### src/rtl/ne_pkg.sv
// Shared constants and FSM encodings for the node-element LLR path.
// Widths here are the defaults for the loader and its quantiser.
package ne_pkg;

  localparam int WIDTH        = 6;
  localparam int ADDRESSWIDTH = 9;
  localparam int MEMDEPTH     = 512;
  localparam int LLR_MAX      = (1 << (WIDTH - 1)) - 1;

  typedef enum logic {
    LOAD = 1'b0,
    HOLD = 1'b1
  } state_e;

endpackage

### src/rtl/ne_llr_quant.sv
// LLR quantiser: arithmetic right shift, then symmetric saturation.
// Most-negative code is never produced so +/- magnitudes stay balanced.
module ne_llr_quant #(
  parameter int IN_WIDTH = 8,
  parameter int WIDTH    = ne_pkg::WIDTH,
  parameter int SHIFT    = 2
) (
  input  logic [IN_WIDTH-1:0] llr_in,
  output logic [WIDTH-1:0]    llr_q
);

  localparam int MAXV = (1 << (WIDTH - 1)) - 1;
  localparam logic signed [IN_WIDTH-1:0] PMAX = IN_WIDTH'(MAXV);
  localparam logic signed [IN_WIDTH-1:0] NMAX = IN_WIDTH'(-MAXV);

  logic signed [IN_WIDTH-1:0] t;

  // shift with sign extension, then clamp to +/-MAXV
  always_comb begin
    t = $signed(llr_in) >>> SHIFT;
    unique case (1'b1)
      (t > PMAX): llr_q = PMAX[WIDTH-1:0];
      (t < NMAX): llr_q = NMAX[WIDTH-1:0];
      default:    llr_q = t[WIDTH-1:0];
    endcase
  end

endmodule

### src/rtl/ne_llr_write_loader.sv
// Ping-pong loader: quantises streamed LLRs into two RAM banks.
// Bank full flags are raised only once the last word is in RAM.
module ne_llr_write_loader #(
  parameter int WIDTH        = ne_pkg::WIDTH,
  parameter int ADDRESSWIDTH = ne_pkg::ADDRESSWIDTH,
  parameter int MEMDEPTH     = ne_pkg::MEMDEPTH,
  parameter int IN_WIDTH     = 8,
  parameter int SHIFT        = 2,
  parameter int FRAMELEN     = 256
) (
  input  logic                    clk,
  input  logic                    rst,
  input  logic [IN_WIDTH-1:0]     llr_in,
  input  logic                    llr_valid,
  output logic                    llr_ready,
  input  logic [1:0]              bank_rel,
  output logic [WIDTH-1:0]        DIN,
  output logic [ADDRESSWIDTH-1:0] WA,
  output logic                    wr_in,
  output logic [1:0]              bank_full,
  output logic                    frame_done,
  output logic                    done_bank
);

  import ne_pkg::*;

  localparam int IW = ADDRESSWIDTH - 1;
  localparam int FL = (FRAMELEN > MEMDEPTH / 2) ? MEMDEPTH / 2 : FRAMELEN;
  localparam logic [IW-1:0] LAST = IW'(FL - 1);

  state_e          state, state_n;
  logic            wbank, wbank_n;
  logic [IW-1:0]   idx, idx_n;
  logic            pend, pend_n;
  logic            pbank, pbank_n;
  logic [1:0]      full_n;
  logic            ready_n;
  logic            acc;
  logic [WIDTH-1:0] q;

  ne_llr_quant #(
    .IN_WIDTH (IN_WIDTH),
    .WIDTH    (WIDTH),
    .SHIFT    (SHIFT)
  ) u_quant (
    .llr_in (llr_in),
    .llr_q  (q)
  );

  assign acc = llr_valid & llr_ready;

  // next state: counter, bank toggle, flags (completion beats release)
  always_comb begin
    state_n = state;
    wbank_n = wbank;
    idx_n   = idx;
    pend_n  = 1'b0;
    pbank_n = pbank;
    full_n  = bank_full & ~bank_rel;
    if (pend) full_n[pbank] = 1'b1;
    if (acc) begin
      if (idx == LAST) begin
        idx_n   = '0;
        wbank_n = ~wbank;
        pend_n  = 1'b1;
        pbank_n = wbank;
      end else begin
        idx_n = idx + 1'b1;
      end
    end
    case (state)
      LOAD:    if (pend && full_n[wbank]) state_n = HOLD;
      HOLD:    if (!full_n[wbank]) state_n = LOAD;
      default: state_n = LOAD;
    endcase
  end

  // ready for next cycle, from next-state registers only
  always_comb begin
    ready_n = (state_n == LOAD) & ~pend_n & ~full_n[wbank_n];
  end

  // state, flags and registered RAM write port
  always_ff @(posedge clk or negedge rst) begin
    if (!rst) begin
      state      <= LOAD;
      wbank      <= 1'b0;
      idx        <= '0;
      pend       <= 1'b0;
      pbank      <= 1'b0;
      bank_full  <= 2'b00;
      llr_ready  <= 1'b0;
      wr_in      <= 1'b0;
      DIN        <= '0;
      WA         <= '0;
      frame_done <= 1'b0;
      done_bank  <= 1'b0;
    end else begin
      state      <= state_n;
      wbank      <= wbank_n;
      idx        <= idx_n;
      pend       <= pend_n;
      pbank      <= pbank_n;
      bank_full  <= full_n;
      llr_ready  <= ready_n;
      wr_in      <= acc;
      frame_done <= pend;
      if (acc) begin
        DIN <= q;
        WA  <= {wbank, idx};
      end
      if (pend) done_bank <= pbank;
    end
  end

endmodule

### config.mk
export PLATFORM = sky130hd
export DESIGN_NAME = ne_llr_write_loader
export DESIGN_NICKNAME = d
export VERILOG_FILES = /design/src/rtl/ne_pkg.sv /design/src/rtl/ne_llr_quant.sv /design/src/rtl/ne_llr_write_loader.sv
export SDC_FILE = /design/constraint.sdc
export NUM_CORES = 1
export LEC_CHECK = 0
export CAP_MARGIN = 20
export CORE_MARGIN = 5
export CORE_UTILIZATION = 47
export CTS_CLUSTER_SIZE = 8
export DETAILED_ROUTE_END_ITERATION = 10
export GPL_TIMING_DRIVEN = 0
export HOLD_SLACK_MARGIN = 0.02
export PLACE_DENSITY = 0.78
export SLEW_MARGIN = 40
export SYNTH_ARGS = -nofsm -noshare
export SYNTH_HDL_FRONTEND = slang
export SYNTH_SLANG_ARGS = --single-unit
### constraint.sdc
create_clock -name clk -period 1.87 [get_ports clk]
set_clock_uncertainty 0.2 [all_clocks]
set_input_delay 0.187 -clock clk [delete_from_list [all_inputs] [get_ports clk]]
set_output_delay 0.187 -clock clk [all_outputs]
set_load 0.005 [all_outputs]
==> Yosys cells after proc, flatten, opt, wreduce, memory -nomap -nowiden <==
Index checks and enable logic that the tools add are counted.
{ "classes": {"addsub": 1, "n_lt_le_gt_ge": 6, "eq_ne": 1, "muxes": 16, "bitwise": 11, "n_reduce_logical": 3} }
{ "ops": {"columns": ["operator", "count"], "rows": [
  ["$pmux 6 s2", 1],
  ["$mux 1", 11],
  ["$add 8x1->8 const B", 1],
  ["$eq 8x8->1 const B", 1],
  ["$mux 8", 1],
  ["$gt 6x6->1 const B", 1],
  ["$lt 1x2->1 const B", 3],
  ["$lt 6x6->1 const B", 1],
  ["$not 1->1", 5],
  ["$and 1x1->1", 3],
  ["$and 2x2->2", 1],
  ["$logic_and 1x1->1", 2],
  ["$mux 2", 1],
  ["$not 2->2", 1],
  ["$or 2x2->2", 1],
  ["$pmux 1 s2", 1],
  ["$reduce_and 2->1", 1],
  ["$demux 1 s1", 1],
  ["$ge 1x1->1 const B", 1]
]} }
{ "totals": {"reg_bits": 33, "in_bits": 13, "output_inout_bits": 21, "word_cells": 50} }

==> Longest topological paths before layout <==
Gate-level depths: netlist of the first run.
{ "depth": {"word_depth": 14, "depth_mapped": 4, "mapped_depth_nobuf": 4} }

==> By module <==
A second synthesis of the first run with hierarchy kept.
{ "hier_totals": {"hier_cells": 104, "hier_area_um2": 1296.2} }
{ "by_module_without_submodules": {"columns": ["mod", "n_inst", "cells_per_inst", "area_per_inst_um2", "seq_area_each_um2"], "rows": [
  ["ne_llr_write_loader", 1, 97, 1263.7, 800.8],
  ["ne_llr_quant", 1, 7, 32.5, 0.0]
]} }

==> Least setup slack after synthesis of the first run <==
Ideal clock, no wire load.
{ "synth_timing": {"kind": "register to register", "start": "register idx[0]", "end": "register pbank", "setup_time_ps": 125, "t_arrival_ps": 1288, "t_required_ps": 1545, "path_slack_ps": 257, "stages_incl_launch_ff": 5, "n_path_buf": 0, "synth_period_minus_slack_ps": 1613, "cell_sequence": "dfrtp_1 > ha_1 > nand3_2 > nor3_4 > mux2_4"} }
{ "synth_between": {"elab_chain_len": 2} }
{ "synth_lines": {"columns": ["element", "line_no", "text"], "rows": [
  ["start, declared", "ne_llr_write_loader.sv:33", "logic [IW-1:0] idx, idx_n;"],
  ["start signal, assigned", "ne_llr_write_loader.sv:101", "idx <= idx_n;"],
  ["$eq 8x8->1", "ne_llr_write_loader.sv:62", "if (idx == LAST) begin"],
  ["$reduce_and 2->1 (no line)", null, null],
  ["end signal, assigned", "ne_llr_write_loader.sv:103", "pbank <= pbank_n;"],
  ["end, declared", "ne_llr_write_loader.sv:35", "logic pbank, pbank_n;"]
]} }
No other way between the ends.
A chain may end at the register's enable or synchronous reset.

==> Final worst setup path of the first run <==
Same ends and word-level chain as after synthesis.

==> impl.org, run 1 <==
** Routing
- In the final routed layout, each cell accounts on average for around 14 um.
- In this run the remaining antenna-violating nets after routing total 0.
- The first TritonRoute pass finished after 4 iterations.
- Initial detailed-routing violation count :: 18
- Via total after detailed routing :: roughly 900
- Via count normalized by instance count :: 5.318
- In the routed design, unresolved DRC markers number 0.
- Overall routed net length :: 2457 um

** Clock tree
- Counting along the longest clock path gives a buffer depth of 2.
- Clock-pin slew was measured on the worst setup and hold paths at 90 ps.
- In this run, CTS created clock tree buffers numbering 5.
- After clock tree synthesis, the setup repair step added 0 buffers.
- Cell at the root of the clock tree :: clkbuf_4
- H-tree depth :: 2
- Clock latency on the worst-skew pair, taken at its later pin, is about 330 ps.
- CTS saw 32 sinks.
- TritonCTS built the clock tree.

** Layout
- The library cells used most frequently in the layout, excluding fill and tap cells, are dfrtp_1 (32), clkdlybuf4s50_1 (30), mux2_2 (12).
- Layout overhead on the synthesized area :: 30.54%
- The filler cells instantiated in the layout total ~220.
- Summing all non-filler instances in the final layout gives an area of 0.001674 mm2.
- Net count, final :: about 160
- Fraction of final layout cells sized beyond drive strength 1 :: 17.99%
- The repair_antennas step left the layout with diodes totalling 0.
- The library cell used most frequently in the layout, excluding fill and tap cells, is dfrtp_1.

** Critical path
- Peak fanout along the critical path :: 6
- CP endpoint kind :: flop
- Data on the critical path arrives at its endpoint at 1810 ps.
- The critical path in this run is classified as flop to flop.
- Cell depth of the worst flop-to-flop path :: 4
- At the worst endpoint, the required time is approximately 1900 ps.
- CP Launch Type :: flop

** Die
- The die covers roughly 0.0039 mm2.
- For this design the top-level I/O count stands at 34.
- The die is roughly 62 um wide.
- Core box area :: between 0.002 and 0.003 mm2
- FP Rows :: 19
- The initial utilization of the core area, before any placement, comes to a little under half.
- The floorplan step set the die height to between 60 and 70 um.

** Timing
- In this run the tightest slew margin relative to its limit is 53.91%.
- Final critical-path share of the clock period :: between 90% and 100%
- Setup total negative slack :: 0 ps
- Static timing analysis puts the maximum clock frequency at approximately 560 MHz.
- The final max-slew violation count came to 0.
- For the pin with the worst max-slew slack, the measured transition is just under 700 ps.
- Counting I/O delays and the setup requirement, the final critical path takes around 1800 ps.
- Final hold violation count :: 0
- Setup violations remaining at the end of the flow were counted as 0.
- RSZ-0062 raised after global routing :: no

** Worst hold path
- Type of the tightest min-delay check :: input pin to asynchronous set/reset pin

** Synth
- Cell types with the largest area share after synthesis :: dfrtp_1 (62%), mux2_2 (11%), nand2_1 (3.2%), o21ai_0 (2.3%), inv_1 (2.0%)
- Post-synthesis register bit count :: 32
- Number of nets in the synthesized netlist :: between 100 and 150
- The number of different library cells used by synthesis comes to 27.
- Cell type with the highest aggregate area in the netlist :: dfrtp_1
- Post-Synthesis Cell Area :: 0.001282 mm2
- Synthesis produced a netlist whose cell count is 102.
- Yosys warns :: 0
- The share of synthesized area in the top cell type comes to between 60% and 70%.
- Syn avg cell area :: approximately 13 um2
- Portion of the post-synthesis area used by sequential elements :: a little over three fifths

** GRT
- The first global-routing pass estimated around 4400 um of wire.
- Initial antenna violation count :: 0
- Entering global routing, the biggest net connects 33 pins.
- Global routing used around 14% of the available tracks across all layers.
- Via count of the first global-routing pass :: ~950
- The total overflow left after global routing is 0.

** Status
- The flow ran to the end, and the final reports show no timing, DRC or antenna violations.

** Power and ir drop
- Maximum vdd ir drop :: between 0.8 and 0.9 mV
- Power per cell area :: between 1000 and 1500 mW/mm2
- Leakage power summed over all cells :: about 0.73 nW

** Job
- The tool flagged a number of max-cap violations equal to 0.

** Place
- Port Buffer Count :: 31
- Final GP Congestion :: around 0.77
- Detailed-placement wirelength estimate :: around 1800 um
- Post-placement cell area :: around 0.0016 mm2
-- routing by layer --
| metal | up-vias | track usage [%] | share of wire (%) |
|---|---|---|---|
| met4 | 0 | 5.691 | 2.1 |
| met5 | - | 0 | 0 |
| li1 | 432 | - | - |
| met2 | 29 | 23.19 | 50 |
| met3 | 7 | 7.928 | 7.9 |
| met1 | 436 | 15.57 | 40 |
-- critical path, cell delays in order (launching register included) --
cell and delay, ps:
dfrtp_1 440, ha_1 210, nand3_2 140, nor3_4 350, mux2_4 340
-- state kept, by name, summed over array words and instances (netlist names), 2 cells and up --
| signal | cells |
|---|---|
| bank_full | 2 |
| DIN | 6 |
| idx | 8 |
| WA | 9 |
-- cells by family after synthesis --
group	Yosys count	share of synthesized area (%)
XOR/XNOR	5	3.415
AND/OR/NAND/NOR	29	12.68
multiplexers	13	11.71
adder cells (fa/ha/maj)	1	0.9755
AO/OA/AOI/OAI	13	5.952
buffers and inverters	9	2.830
flip-flops	32	62.44
-- synthesized netlist by cell type --
cell and n:
or4_1 1, buf_2 2, or3_1 2, nor3_1 1
a2111oi_0 1, mux2_2 12, nand2b_1 1, nand2_1 11
dfrtp_1 32, o211ai_1 1, nor3_4 1, nand3_2 1
ha_1 1, nand3_1 5, o221ai_1 1, o21ai_0 6
mux2_4 1, nor2_1 2, nand4_2 1, nand2_2 1
a21oi_1 3, xnor2_1 2, nand4_1 1, o22ai_1 1
xor2_1 3, inv_1 7, nor4_1 1
-- report_power, final --
part           internal, W  switching, W  leakage, nW
logic             0.000378      0.000243        0.330
registers         0.000882      0.000179        0.379
clock network     0.000125      0.000198       0.0230
total              0.00139      0.000620        0.732
-- path summary, 6_finish.rpt --
| check | from | to | slack, ps |
|---|---|---|---|
| worst max-delay path | idx[0] | pbank | 80 |
| worst min-delay path | rst | idx[6] | 230 |
| worst max register to register | idx[0] | pbank | 80 |
| worst min register to register | pend | frame_done | 230 |
| max in group asynchronous | rst | done_bank | 790 |
| min in group clk | pend | frame_done | 230 |
-- through the flow --
stage	power, W	utilization [%]	setup WS, ps	cells	hold slack (ps)
finish	0.002005	62.32	83.03	170	228.6
CTS	0.002037	62.32	79.95	170	231.1
global placement	0.001676	60.74	-127.8	164	201.2
floorplan	0.001360	-	256.9	102	-308.6
detailed placement	0.001703	60.55	-50.85	164	74.23
global route	0.002167	62.32	0.9963	170	254.1
-- layout make-up --
cell class | count | area (um2) | area share [%]
Sequential cell | 32 | 800.8 | 47.83
Multi-Input combinational cell | 61 | 445.4 | 26.61
Timing Repair Buffer | 32 | 315.3 | 18.83
Tap cell | 31 | 38.79 | 2.317
Clock buffer | 5 | 37.54 | 2.242
Inverter | 7 | 26.28 | 1.570
Buffer | 2 | 10.01 | 0.5979
-- timing repair --
item,4_1_cts,5_1_grt
endpoints found under the hold margin,32,0
endpoints found under the setup margin,0,0
hold buffers,1,0
gates resized for setup,0,0
No activity file was read; power rests on OpenSTA's default activity.
==> run 2: changes to the inputs <==
--- a/config.mk
+++ b/config.mk
@@ -5,6 +5,7 @@
 export SDC_FILE = /design/constraint.sdc
 export NUM_CORES = 1
 export LEC_CHECK = 0
+export ABC_CLOCK_PERIOD_IN_PS = 1870
 export CAP_MARGIN = 20
 export CORE_MARGIN = 5
 export CORE_UTILIZATION = 47
@@ -13,6 +14,7 @@
 export GPL_TIMING_DRIVEN = 0
 export HOLD_SLACK_MARGIN = 0.02
 export PLACE_DENSITY = 0.78
+export SKIP_CTS_REPAIR_TIMING = 1
 export SLEW_MARGIN = 40
 export SYNTH_ARGS = -nofsm -noshare
 export SYNTH_HDL_FRONTEND = slang
==> results of run 2 <==
The final DEF is identical to that of run 1; final timing and power are the same.
Main changes from that run: wire length of the first global-routing pass 4381 um -> 4340 um; via count of the first global-routing pass 949 -> 939; overall routing resource usage 14.38% -> 14.26%; met1 usage 15.57% -> 15.46%; met2 usage 23.19% -> 22.93%
